===== src/rtl/cam_sensor_emu.sv =====
// cam_sensor_emu
//   Camera-side transmitter emulating an OV7670-style sensor in VGA RGB444
//   mode. It produces PCLK, VSYNC, HREF and a byte stream carrying a
//   selectable test pattern, so the pixel extractor can be exercised in
//   loopback without a physical sensor.
//
// Ports
//   clk        in   system clock
//   rst        in   synchronous active-high reset
//   enable     in   run request, sampled only at frame boundaries
//   mode[1:0]  in   pattern: 0 const, 1 h-ramp, 2 h-ramp+frame, 3 colour bars
//   pclk       out  pixel byte clock (2*PCLK_HALF clk per period)
//   vsync      out  frame sync, active high
//   href       out  line valid, active high
//   pixdata    out  byte stream, two bytes per RGB444 pixel
//   frame_cnt  out  completed frames, wraps at 255
//   frame_done out  one-clk pulse at the end of each frame
//   busy       out  high while a frame is in progress

module cam_sensor_emu #(
    parameter int unsigned PCLK_HALF = 1,
    parameter int unsigned H_ACTIVE  = 640,
    parameter int unsigned H_BLANK   = 144,
    parameter int unsigned V_SYNC    = 3,
    parameter int unsigned V_BACK    = 17,
    parameter int unsigned V_ACTIVE  = 480,
    parameter int unsigned V_FRONT   = 10,
    parameter logic [11:0] CONST_PIX = 12'h064
) (
    input  logic       clk,
    input  logic       rst,
    input  logic       enable,
    input  logic [1:0] mode,
    output logic       pclk,
    output logic       vsync,
    output logic       href,
    output logic [7:0] pixdata,
    output logic [7:0] frame_cnt,
    output logic       frame_done,
    output logic       busy
);

    localparam int unsigned H_TOT = H_ACTIVE + H_BLANK;
    localparam int unsigned V_TOT = V_SYNC + V_BACK + V_ACTIVE + V_FRONT;
    localparam int unsigned HW    = $clog2(H_TOT);
    localparam int unsigned VW    = $clog2(V_TOT);
    localparam int unsigned VW1   = VW + 1;
    localparam int unsigned DW    = (PCLK_HALF > 1) ? $clog2(PCLK_HALF) : 1;

    typedef enum logic {
        S_IDLE,
        S_RUN
    } state_t;

    state_t r_state;
    state_t w_state_nxt;

    logic [DW-1:0] r_div;
    logic          r_pclk;
    logic [HW-1:0] r_hcnt;
    logic [VW-1:0] r_vcnt;
    logic [1:0]    r_mode;
    logic          r_vsync;
    logic          r_href;
    logic [7:0]    r_pixdata;
    logic [7:0]    r_frame_cnt;
    logic          r_frame_done;

    logic          w_toggle;
    logic          w_tick;
    logic          w_hlast;
    logic          w_vlast;
    logic          w_frame_end;
    logic          w_vsync;
    logic          w_href;
    logic          w_vact;
    logic [12:0]   w_hoff;
    logic [11:0]   w_pix;
    logic [14:0]   w_bar_num;
    logic [2:0]    w_bar;
    logic [11:0]   w_pval;
    logic [7:0]    w_pixdata;

    // Prescaler: the tick is the clk edge on which pclk falls.
    assign w_toggle    = (r_div == DW'(PCLK_HALF - 1));
    assign w_tick      = (r_state == S_RUN) && r_pclk && w_toggle;
    assign w_hlast     = (r_hcnt == HW'(H_TOT - 1));
    assign w_vlast     = (r_vcnt == VW'(V_TOT - 1));
    assign w_frame_end = w_tick && w_hlast && w_vlast;

    // Pixel/sync decode of the current counter position; registered on the tick.
    assign w_vsync   = ({1'b0, r_vcnt} < VW1'(V_SYNC));
    assign w_href    = (r_hcnt >= HW'(H_BLANK));
    assign w_vact    = ({1'b0, r_vcnt} >= VW1'(V_SYNC + V_BACK)) &&
                       ({1'b0, r_vcnt} <  VW1'(V_SYNC + V_BACK + V_ACTIVE));
    assign w_hoff    = 13'(r_hcnt) - 13'(H_BLANK);
    assign w_pix     = w_hoff[12:1];
    assign w_bar_num = {w_pix, 3'b000};
    assign w_bar     = 3'(w_bar_num / 15'(H_ACTIVE / 2));

    always_comb begin
        w_pval = CONST_PIX;
        case (r_mode)
            2'd0:    w_pval = CONST_PIX;
            2'd1:    w_pval = w_pix;
            2'd2:    w_pval = w_pix + {4'h0, r_frame_cnt};
            default: w_pval = {{4{w_bar[2]}}, {4{w_bar[1]}}, {4{w_bar[0]}}};
        endcase
    end

    always_comb begin
        w_pixdata = '0;
        if (w_href && w_vact) begin
            // Even byte of a pair carries R, odd byte carries {G, B}.
            w_pixdata = w_hoff[0] ? w_pval[7:0] : {4'h0, w_pval[11:8]};
        end
    end

    // FSM: state register
    always_ff @(posedge clk) begin
        if (rst) begin
            r_state <= S_IDLE;
        end else begin
            r_state <= w_state_nxt;
        end
    end

    // FSM: next state
    always_comb begin
        w_state_nxt = r_state;
        case (r_state)
            S_IDLE: begin
                if (enable) begin
                    w_state_nxt = S_RUN;
                end
            end
            S_RUN: begin
                if (w_frame_end && !enable) begin
                    w_state_nxt = S_IDLE;
                end
            end
            default: w_state_nxt = S_IDLE;
        endcase
    end

    // Datapath
    always_ff @(posedge clk) begin
        if (rst) begin
            r_div        <= '0;
            r_pclk       <= 1'b0;
            r_hcnt       <= '0;
            r_vcnt       <= '0;
            r_mode       <= '0;
            r_vsync      <= 1'b0;
            r_href       <= 1'b0;
            r_pixdata    <= '0;
            r_frame_cnt  <= '0;
            r_frame_done <= 1'b0;
        end else if (r_state == S_IDLE) begin
            r_div        <= '0;
            r_pclk       <= 1'b0;
            r_hcnt       <= '0;
            r_vcnt       <= '0;
            r_vsync      <= 1'b0;
            r_href       <= 1'b0;
            r_pixdata    <= '0;
            r_frame_done <= 1'b0;
            if (enable) begin
                r_mode <= mode;
            end
        end else begin
            r_frame_done <= w_frame_end;
            if (w_toggle) begin
                r_div  <= '0;
                r_pclk <= ~r_pclk;
            end else begin
                r_div <= r_div + 1'b1;
            end
            if (w_tick) begin
                r_vsync   <= w_vsync;
                r_href    <= w_href;
                r_pixdata <= w_pixdata;
                if (w_hlast) begin
                    r_hcnt <= '0;
                    r_vcnt <= w_vlast ? '0 : r_vcnt + 1'b1;
                end else begin
                    r_hcnt <= r_hcnt + 1'b1;
                end
                if (w_frame_end) begin
                    r_frame_cnt <= r_frame_cnt + 1'b1;
                    // Mode for a back-to-back frame is taken at the boundary.
                    r_mode      <= mode;
                end
            end
        end
    end

    assign pclk       = r_pclk;
    assign vsync      = r_vsync;
    assign href       = r_href;
    assign pixdata    = r_pixdata;
    assign frame_cnt  = r_frame_cnt;
    assign frame_done = r_frame_done;
    assign busy       = (r_state == S_RUN);

endmodule


===== config.mk =====
export PLATFORM = sky130hd
export DESIGN_NAME = cam_sensor_emu
export DESIGN_NICKNAME = d
export VERILOG_FILES = /design/src/rtl/cam_sensor_emu.sv
export SDC_FILE = /design/constraint.sdc
export NUM_CORES = 1
export LEC_CHECK = 0
export ABC_AREA = 1
export CAP_MARGIN = 15
export CORE_AREA = 2 2 76 78
export CTS_BUF_LIST = sky130_fd_sc_hd__clkbuf_4 sky130_fd_sc_hd__clkbuf_8 sky130_fd_sc_hd__clkbuf_16
export DETAILED_ROUTE_END_ITERATION = 8
export DIE_AREA = 0 0 78 80
export GPL_TIMING_DRIVEN = 0
export HOLD_SLACK_MARGIN = 0.08
export PLACE_DENSITY = 0.76
export REMOVE_ABC_BUFFERS = 1
export SLEW_MARGIN = 25
export SYNTH_ARGS = -nofsm -noshare
export SYNTH_HDL_FRONTEND = slang
export SYNTH_SLANG_ARGS = --single-unit
export TNS_END_PERCENT = 20

===== constraint.sdc =====
create_clock -name clk -period 3.2 [get_ports clk]
set_input_delay 0.32 -clock clk [delete_from_list [all_inputs] [get_ports clk]]
set_output_delay 0.32 -clock clk [all_outputs]
set_load 0.01 [all_outputs]

## After elaboration in Yosys (flattened, before gate mapping)

Index checks and enable logic that the tools add are counted.

- Mux-type cells: 12
- Div/mod/pow operators: 1
- Order comparisons: 4
- Reductions and logical operators: 15
- Bitwise logic cells: 3
- Eq/ne operators: 6
- $add $sub $neg: 6

Operators with widths:

| operator | number |
|---|---|
| $pmux W12 S3 | 1 |
| $mux W8 | 2 |
| $div A15 B9 Y15 const B | 1 |
| $add A10 B9 Y11 | 1 |
| $sub A10 B8 Y11 const B | 1 |
| $add A10 B1 Y10 const B | 1 |
| $eq A10 B10 Y1 const B | 1 |
| $ge A10 B8 Y1 const B | 1 |
| $mux W10 | 1 |
| $add A9 B1 Y9 const B | 1 |
| $eq A9 B9 Y1 const B | 1 |
| $ge A9 B5 Y1 const B | 1 |
| $lt A9 B2 Y1 const B | 1 |
| $lt A9 B9 Y1 const B | 1 |
| $mux W9 | 1 |
| $add A8 B1 Y8 const B | 1 |
| $mux W2 | 4 |
| $logic_and A1 B1 Y1 | 7 |
| $reduce_and A3 Y1 | 2 |
| $ne A2 B1 Y1 const B | 2 |
| $not A1 Y1 | 3 |
| $reduce_or A3 Y1 | 1 |
| $eq A2 B1 Y1 const B | 1 |
| $eq A2 B2 Y1 const B | 1 |
| other kinds (8) | 9 |

- Bits in registers: 43
- Word-level logic and storage cells: 58
- Bits of input ports: 5

## Depth between registers and ports, before layout

- Word-level depth: 7
- Gate-level depth with buffers: 26

## Worst setup path before layout

OpenSTA, ideal clock, no wires.

- Path kind: reg2reg
- Start: register r_hcnt[4]
- End: register r_pixdata[2] (netlist: pixdata[2])
- Library setup time: 0.073 ns
- Slack: 0.742 ns
- Arrival: 2.384 ns
- Clock period less this slack: 2.458 ns
- Cell stages (with the launch flop): 15
- Required time: 3.127 ns
- Path through: dfxtp_1 > inv_2 > ha_1 > xnor2_1 > inv_1 > ha_1 > a21oi_1 > nor2_1 > o21ai_1 > nand2_1 > a31oi_1 > a21oi_1 > o31ai_4 > nand2_1 > a21oi_1

- Longest elaborated chain between the ends: 5
- Elaborated cells between the ends (all ways): 8

Ends and longest elaborated chain:

| what | line | RTL |
|---|---|---|
| start: declaration | 60 | `logic [HW-1:0] r_hcnt;` |
| start signal: assignment | 187 | `r_hcnt <= r_hcnt + 1'b1;` |
| $sub A10 B8 Y11 | 96 | `assign w_hoff = 13'(r_hcnt) - 13'(H_BLANK);` |
| $div A15 B9 Y15 / $add A10 B9 Y11 (equally long branches) | 99, 106 |  |
| $pmux W12 S3 | 103 | `case (r_mode)` |
| $mux W8 | 115 | `w_pixdata = w_hoff[0] ? w_pval[7:0] : {4'h0, w_pval[11:8]};` |
| $mux W8 * | 113 | `if (w_href && w_vact) begin` |
| end signal: assignment | 182 | `r_pixdata <= w_pixdata;` |
| end: declaration | 65 | `logic [7:0] r_pixdata;` |

Every way passes the cells marked *; elsewhere a longest branch is shown, timed or not.
A chain may end at the register's enable or synchronous reset.

## Final worst setup path

Same ends and word-level chain as after synthesis.

==> flow_summary.toml <==
[outcome]
outcome = "complete, no violations"

[logic_synthesis]
syn-cell-area_um2 = 2920
synth_edf_count = 0
avgSynthCellArea_um2 = 6.72
synthXorXnorAreaFrac_pct = 2.44
synth_warnings = 0
ys_ff_latch = 43
ys_seq_area_share_pct = 29.5
synth.mux.area_fraction_pct = 0
yosysUniqueCellTypes = 39
synth_fa_ha_area_share_pct = 8.39
synth-compound-area-share_pct = 15.6
netlist_instances = 435
async_flop_share_pct = 0
synth_top_family_by_area = "simple AND/OR/NAND/NOR gates"
synth-simple-area-share_pct = 34.1
ys.flop_type = "dfxtp_1"

[clock_tree]
cts-htree-levels = 2
clockBufferDepth = 2
clockRootBuffer = "clkbuf_8"
post_cts_buffers = 0
cts_tree = "done"
cts_hold_buf = 0
path_clk_slew_ns = 0.08
ctsResizeCount = 0
cts.sinks = 43
clk_latency_ns = 0.29
cts_buffers = 5

[cells_and_area]
layout_commonest_cell = "nand2_1"
layout_common_cells = "85 x nand2_1, 65 x inv_1, 44 x nor2_1"
drive_gt1_share_pct = 9.46
num_antenna_cells = 0
fill_cells = 507
finalNonFillerCells = 537
post-route-util_pct = 61.9
final_nets = 489
syn2layout_area_growth_pct = 14.5

[sta]
maxSlewViolCount = 0
rsz0062_at_grt = "false"
skew_ns = 0.00842
clock.fmax_mhz = 351
finalCritPeriodShare_pct = 89.0
hold_violations = 0
final-setup-viol-count = 0
finalSetupTns_ns = 0
slew_headroom_pct = 63.9
period_minus_slack_ns = 2.85
worst_pin_slew_ns = 0.537

[detailed_routing]
vias_per_cell = 5.25
routed_wirelength_um = 6820
final_antenna_net_count = 0
drc = 0
drtPass1Iterations = 4
vias = 2818
drt-initial-drc-count = 138
wl_per_cell_um = 12.7

[critical_path]
startpoint_type = "flip-flop"
worstPathCellList = "inv_2 -> ha_1 -> xnor2_2 -> inv_1 -> ha_1 -> a21oi_1 -> nor2_1 -> o21ai_1 -> nand2_1 -> a31oi_1 -> a21oi_1 -> o31ai_4 -> nand2_1 -> a21oi_1"
crit_top_cell = "a21oi_1"
critPathArrivalTime_ns = 3.06
crit_fanout = 8
cp-startpoint = "r_hcnt[4]$_SDFFE_PP0P_"
crit_family = "compound AO/OA/AOI/OAI gates"
worst_ep_required_time_ns = 3.42
cp_num_buf_inv = 2
cp_slowest_cell = "dfxtp_1"
worst_setup_path_end_kind = "flip-flop"
r2r_start = "r_hcnt[4]$_SDFFE_PP0P_"
critical_path_class = "flip-flop to flip-flop"
cpPeakStageDelay_ns = 0.46

[floorplan]
core_um2 = 5410
start_util_pct = 54.1
die_w_um = 78
dieArea_um2 = 6240
fp-row-count = 27
dieHeight_um = 80
io-pin-count = 26

[grt]
antenna_found_initial = 0
overflow = 0
grt_pass1_wl_um = 11100
grt_use_total_pct = 22.2
grt_pass1_vias = 2503
grt_max_degree = 14

[worst_hold_path]
min_path_type = "flip-flop to flip-flop"
hp-start = "pixdata[1]$_SDFFE_PP0P_"

[pwr]
p_leak_nw = 1.32
total_power_mw = 0.961
peakVddDrop_uv = 223
p_per_area_nw_per_um2 = 287

[placement]
dp.cells = 530
portBuffers = 25
hpwl_um = 5430
gp_routability_congestion = 0.855

[job]
cap_viol_max_count = 0
-- path summary, 6_finish.rpt --
check / endpoint / slack [ns] / depth (start not counted)
max reg2reg: pixdata[2]$_SDFFE_PP0P_ / 0.35 / 14
min: pixdata[1]$_SDFFE_PP0P_ / 0.47 / 2
max: pixdata[2]$_SDFFE_PP0P_ / 0.35 / 14
min reg2reg: pixdata[1]$_SDFFE_PP0P_ / 0.47 / 2
-- state kept, by name, indices dropped and copies added, names as in the netlist, 2 cells and up --
register,count
r_vcnt,9
r_mode,2
pixdata,8
r_hcnt,10
frame_cnt,8
-- cells by family after synthesis --
| kind of cell | after synthesis |
|---|---|
| buf+inv | 76 |
| xor+xnor | 6 |
| compound gates | 81 |
| fa+ha+maj | 19 |
| flops | 43 |
| other cells | 1 |
| simple gates | 209 |
-- power breakdown --
group | switching [mW] | internal, mW | total [mW]
Sequential | 0.00473 | 0.540 | 0.544
Combinational | 0.0435 | 0.0220 | 0.0654
Clock | 0.182 | 0.170 | 0.352
Total | 0.230 | 0.731 | 0.961
-- per-stage QoR --
stage	worst slack (ns)	hold WS, ns	area, um^2
finish	0.354	0.467	3350
global route	0.0802	0.490	3350
CTS	0.234	0.470	3340
detailed placement	0.269	0.458	3250
global placement	0.351	0.453	3250
floorplan	0.742	0.392	2910
-- worst min-delay path: cells and delay by family, from the launching register on --
family | cells | cell delay (ns)
flip-flops | 1 | 0.31
AND/OR/NAND/NOR | 1 | 0.06
AO/OA/AOI/OAI | 1 | 0.05
-- synth_stat cells, types with 2 or more instances --
master	n	area share, %
nor2_2	4	0.86
o21ai_1	4	0.69
nand2_4	6	2.3
nor3_1	14	2.4
nand3_1	22	3.8
o211ai_1	2	0.51
nand2_1	85	11
dfxtp_1	43	29
inv_2	8	1.0
xnor2_1	4	1.2
o21bai_1	2	0.51
a31oi_1	4	0.86
inv_1	65	8.4
nor3b_1	4	1.0
nand3_2	5	1.7
nand2_2	9	1.9
a22oi_1	2	0.51
nor2_1	44	5.7
nor4_1	7	1.5
nand4_1	5	1.1
a21oi_1	37	6.3
o22ai_1	2	0.43
o21ai_0	24	4.1
ha_1	18	7.7
-- routing by layer --
metal / GRT usage, % / up-vias / wire (um)
met3: 3.28 / 15 / 183
met5: 0 / - / 0
met2: 39.3 / 53 / 3310
met4: 8.07 / 0 / 176
li1: - / 1479 / -
met1: 27.3 / 1271 / 3150
-- layout make-up --
cell class              instances  area, um^2  share of cell area [%]
clock inverters                 1        5.00                   0.150
well taps                      72        90.1                    2.69
repair buffers                 25         250                    7.48
clock buffers                   6        82.6                    2.47
inverters                      74         278                    8.30
flip-flops and latches         43         861                    25.7
multi-input cells             316        1780                    53.2
Note: power is estimated with default switching activity, not from simulation.
==> variant (same settings) <==
The parameter `V_FRONT` goes from 10 to 9.
--- a/src/rtl/cam_sensor_emu.sv
+++ b/src/rtl/cam_sensor_emu.sv
@@ -24,7 +24,7 @@
     parameter int unsigned V_SYNC    = 3,
     parameter int unsigned V_BACK    = 17,
     parameter int unsigned V_ACTIVE  = 480,
-    parameter int unsigned V_FRONT   = 10,
+    parameter int unsigned V_FRONT   = 9,
     parameter logic [11:0] CONST_PIX = 12'h064
 ) (
     input  logic       clk,
Behaviour: no difference found for any inputs over 10 cycles, from zero or initial values and one cycle with rst high; that may be too few to reach the edited logic, so the function may still have changed.
==> variant against the unedited design <==
Sequential cell count unchanged; total power increased by 6.9%; global-route usage increased by 0.72 points; setup slack improved by 0.021 ns; cell area increased by 3.1%; routed wire length decreased by 2.6%; synthesized area increased by 3.1%; highest routed layer unchanged.
==> variant: results (changes against the unedited design) <==
Global routing
The number of global-route vias before repair is 2603 (+4.0%). The maximum number of pins on one net before global-route repair was 15 (+1). The wire length of the first global-routing pass is 11500 um (+4.0%). The global-route total usage across every layer is 0.229 (+0.00718).

Worst setup path
The end of the worst register-to-register path is pixdata[3]$_SDFFE_PP0P_. The setup slack on the worst flop-to-flop path is 0.38 ns (+0.02 ns). The standard cell with the maximum stage delay on the critical path is dfxtp_2. The maximum single-stage delay on the critical path is 0.42 ns (-0.04 ns). The data arrival time of the critical path was 3.05 ns (about the same). The origin of the worst setup path is r_hcnt[4]$_SDFFE_PP0P_.

STA
The transition at the pin with the smallest max-transition slack is 0.590 ns (+0.0530 ns). The final clock skew is 0.00798 ns (-0.000442 ns).

Logic synthesis
The distinct cell type count after synthesis was 47 (+21%). In the synthesized netlist, the cells that appear most often are nand2_1 (86), inv_1 (56), dfxtp_1 (43). By area the synthesized netlist is led by dfxtp_1 (29%), nand2_1 (11%), ha_1 (7.1%). The post-synthesis sequential area ratio is 0.286 (-0.00893).

Worst hold path
The sink of the worst hold path is pixdata[7]$_SDFFE_PP0P_. In this run the most critical hold path is launched from pixdata[7]$_SDFFE_PP0P_.

Place
The global placement routability congestion came to 0.856 (+0.13%). The worst setup slack before clock tree synthesis came to 0.340 ns (+0.0708 ns). The number of port buffers was 25 (unchanged). The HPWL after detailed placement is 5330 um (-2.0%).

Drt
The total wire length after detailed routing is 6640 um (-2.6%). The detailed-route vias per instance is 5.35 (+2.0%).

Layout
The final-layout fill cell count is 520 (+2.6%). The total number of nets in the final design is 480 (-1.8%). The fraction of layout instances using a drive strength above 1 is 0.135 (+0.0407).

Power
The internal power is 795 uW (+8.8%). The worst-case vdd ir drop is 0.258 mV (+16%).

Outcome
The run finished with clean final reports.

Clock tree
The deepest clock path buffer count is 2 (unchanged).
## variant: power by group through the flow
| stage | Clock (mW) | Sequential [mW] | Combinational, mW |
|---|---|---|---|
| after floorplan | 0 | 0.557 | 0.0395 |
| after global placement | 0 | 0.556 | 0.0639 |
| after detailed placement | 0 | 0.556 | 0.0640 |
| after CTS | 0.435 | 0.544 | 0.0644 |
| after global routing | 0.451 | 0.544 | 0.0731 |
| final | 0.420 | 0.544 | 0.0646 |
## variant: final cells by class
class                           count  area share
Tap cell                           72      0.0261
Inverter                           69      0.0758
Multi-Input combinational cell    313       0.543
Sequential cell                    43       0.250
Timing Repair Buffer               25      0.0726
Clock buffer                        5      0.0200
Clock inverter                      3      0.0127
## variant: stage by stage
| step | cells | hold slack (ns) | cell area, sq um | total power, mW |
|---|---|---|---|---|
| 6_report | 530 | 0.466 | 3450 | 1.03 |
| 5_1_grt | 530 | 0.490 | 3450 | 1.07 |
| 4_1_cts | 530 | 0.470 | 3450 | 1.04 |
| 3_5_place_dp | 522 | 0.457 | 3330 | 0.620 |
| 3_3_place_gp | 522 | 0.453 | 3330 | 0.620 |
| 2_1_floorplan | 425 | 0.390 | 2990 | 0.596 |
## variant: layer usage
layer,GRT usage,up-vias,routed length [um]
met3,0.0294,12,251
met2,0.387,72,3130
met1,0.304,1298,3120
met4,0.0754,0,138
li1,-,1456,-
met5,0,-,0
## variant: worst max-delay path by stage
stage | endpoint | slack, ns | cells past startpoint
2_1_floorplan | pixdata[2]$_SDFFE_PP0P_ | 0.79 | 17
3_3_place_gp | pixdata[2]$_SDFFE_PP0P_ | 0.35 | 17
3_5_place_dp | pixdata[2]$_SDFFE_PP0P_ | 0.34 | 17
4_1_cts | pixdata[2]$_SDFFE_PP0P_ | 0.32 | 17
5_1_grt | pixdata[3]$_SDFFE_PP0P_ | 0.12 | 17
6_report | pixdata[3]$_SDFFE_PP0P_ | 0.38 | 17
## variant: critical path: cells and delay by family (launching register included)
kind                     cells  cell delay (ns)
AO/OA/AOI/OAI                5             0.79
adder cells (fa/ha/maj)      2             0.70
buffers and inverters        3             0.28
flip-flops                   1             0.42
AND/OR/NAND/NOR              7             0.53
## variant: repair_timing
| action | CTS | global route |
|---|---|---|
| endpoints found under the setup margin | 0 | 1 |
| resized for setup | 0 | 1 |
| buffers inserted | 0 | 0 |
## variant: cell families (layout without fill, tap and decap cells)
kind of cell,Yosys count,in the layout,synth area share
buf+inv,71,102,0.0930
other cells,1,1,0.00124
flops,43,43,0.286
xor+xnor,7,7,0.0328
fa+ha+maj,18,18,0.0772
compound gates,74,74,0.144
simple gates,213,213,0.366
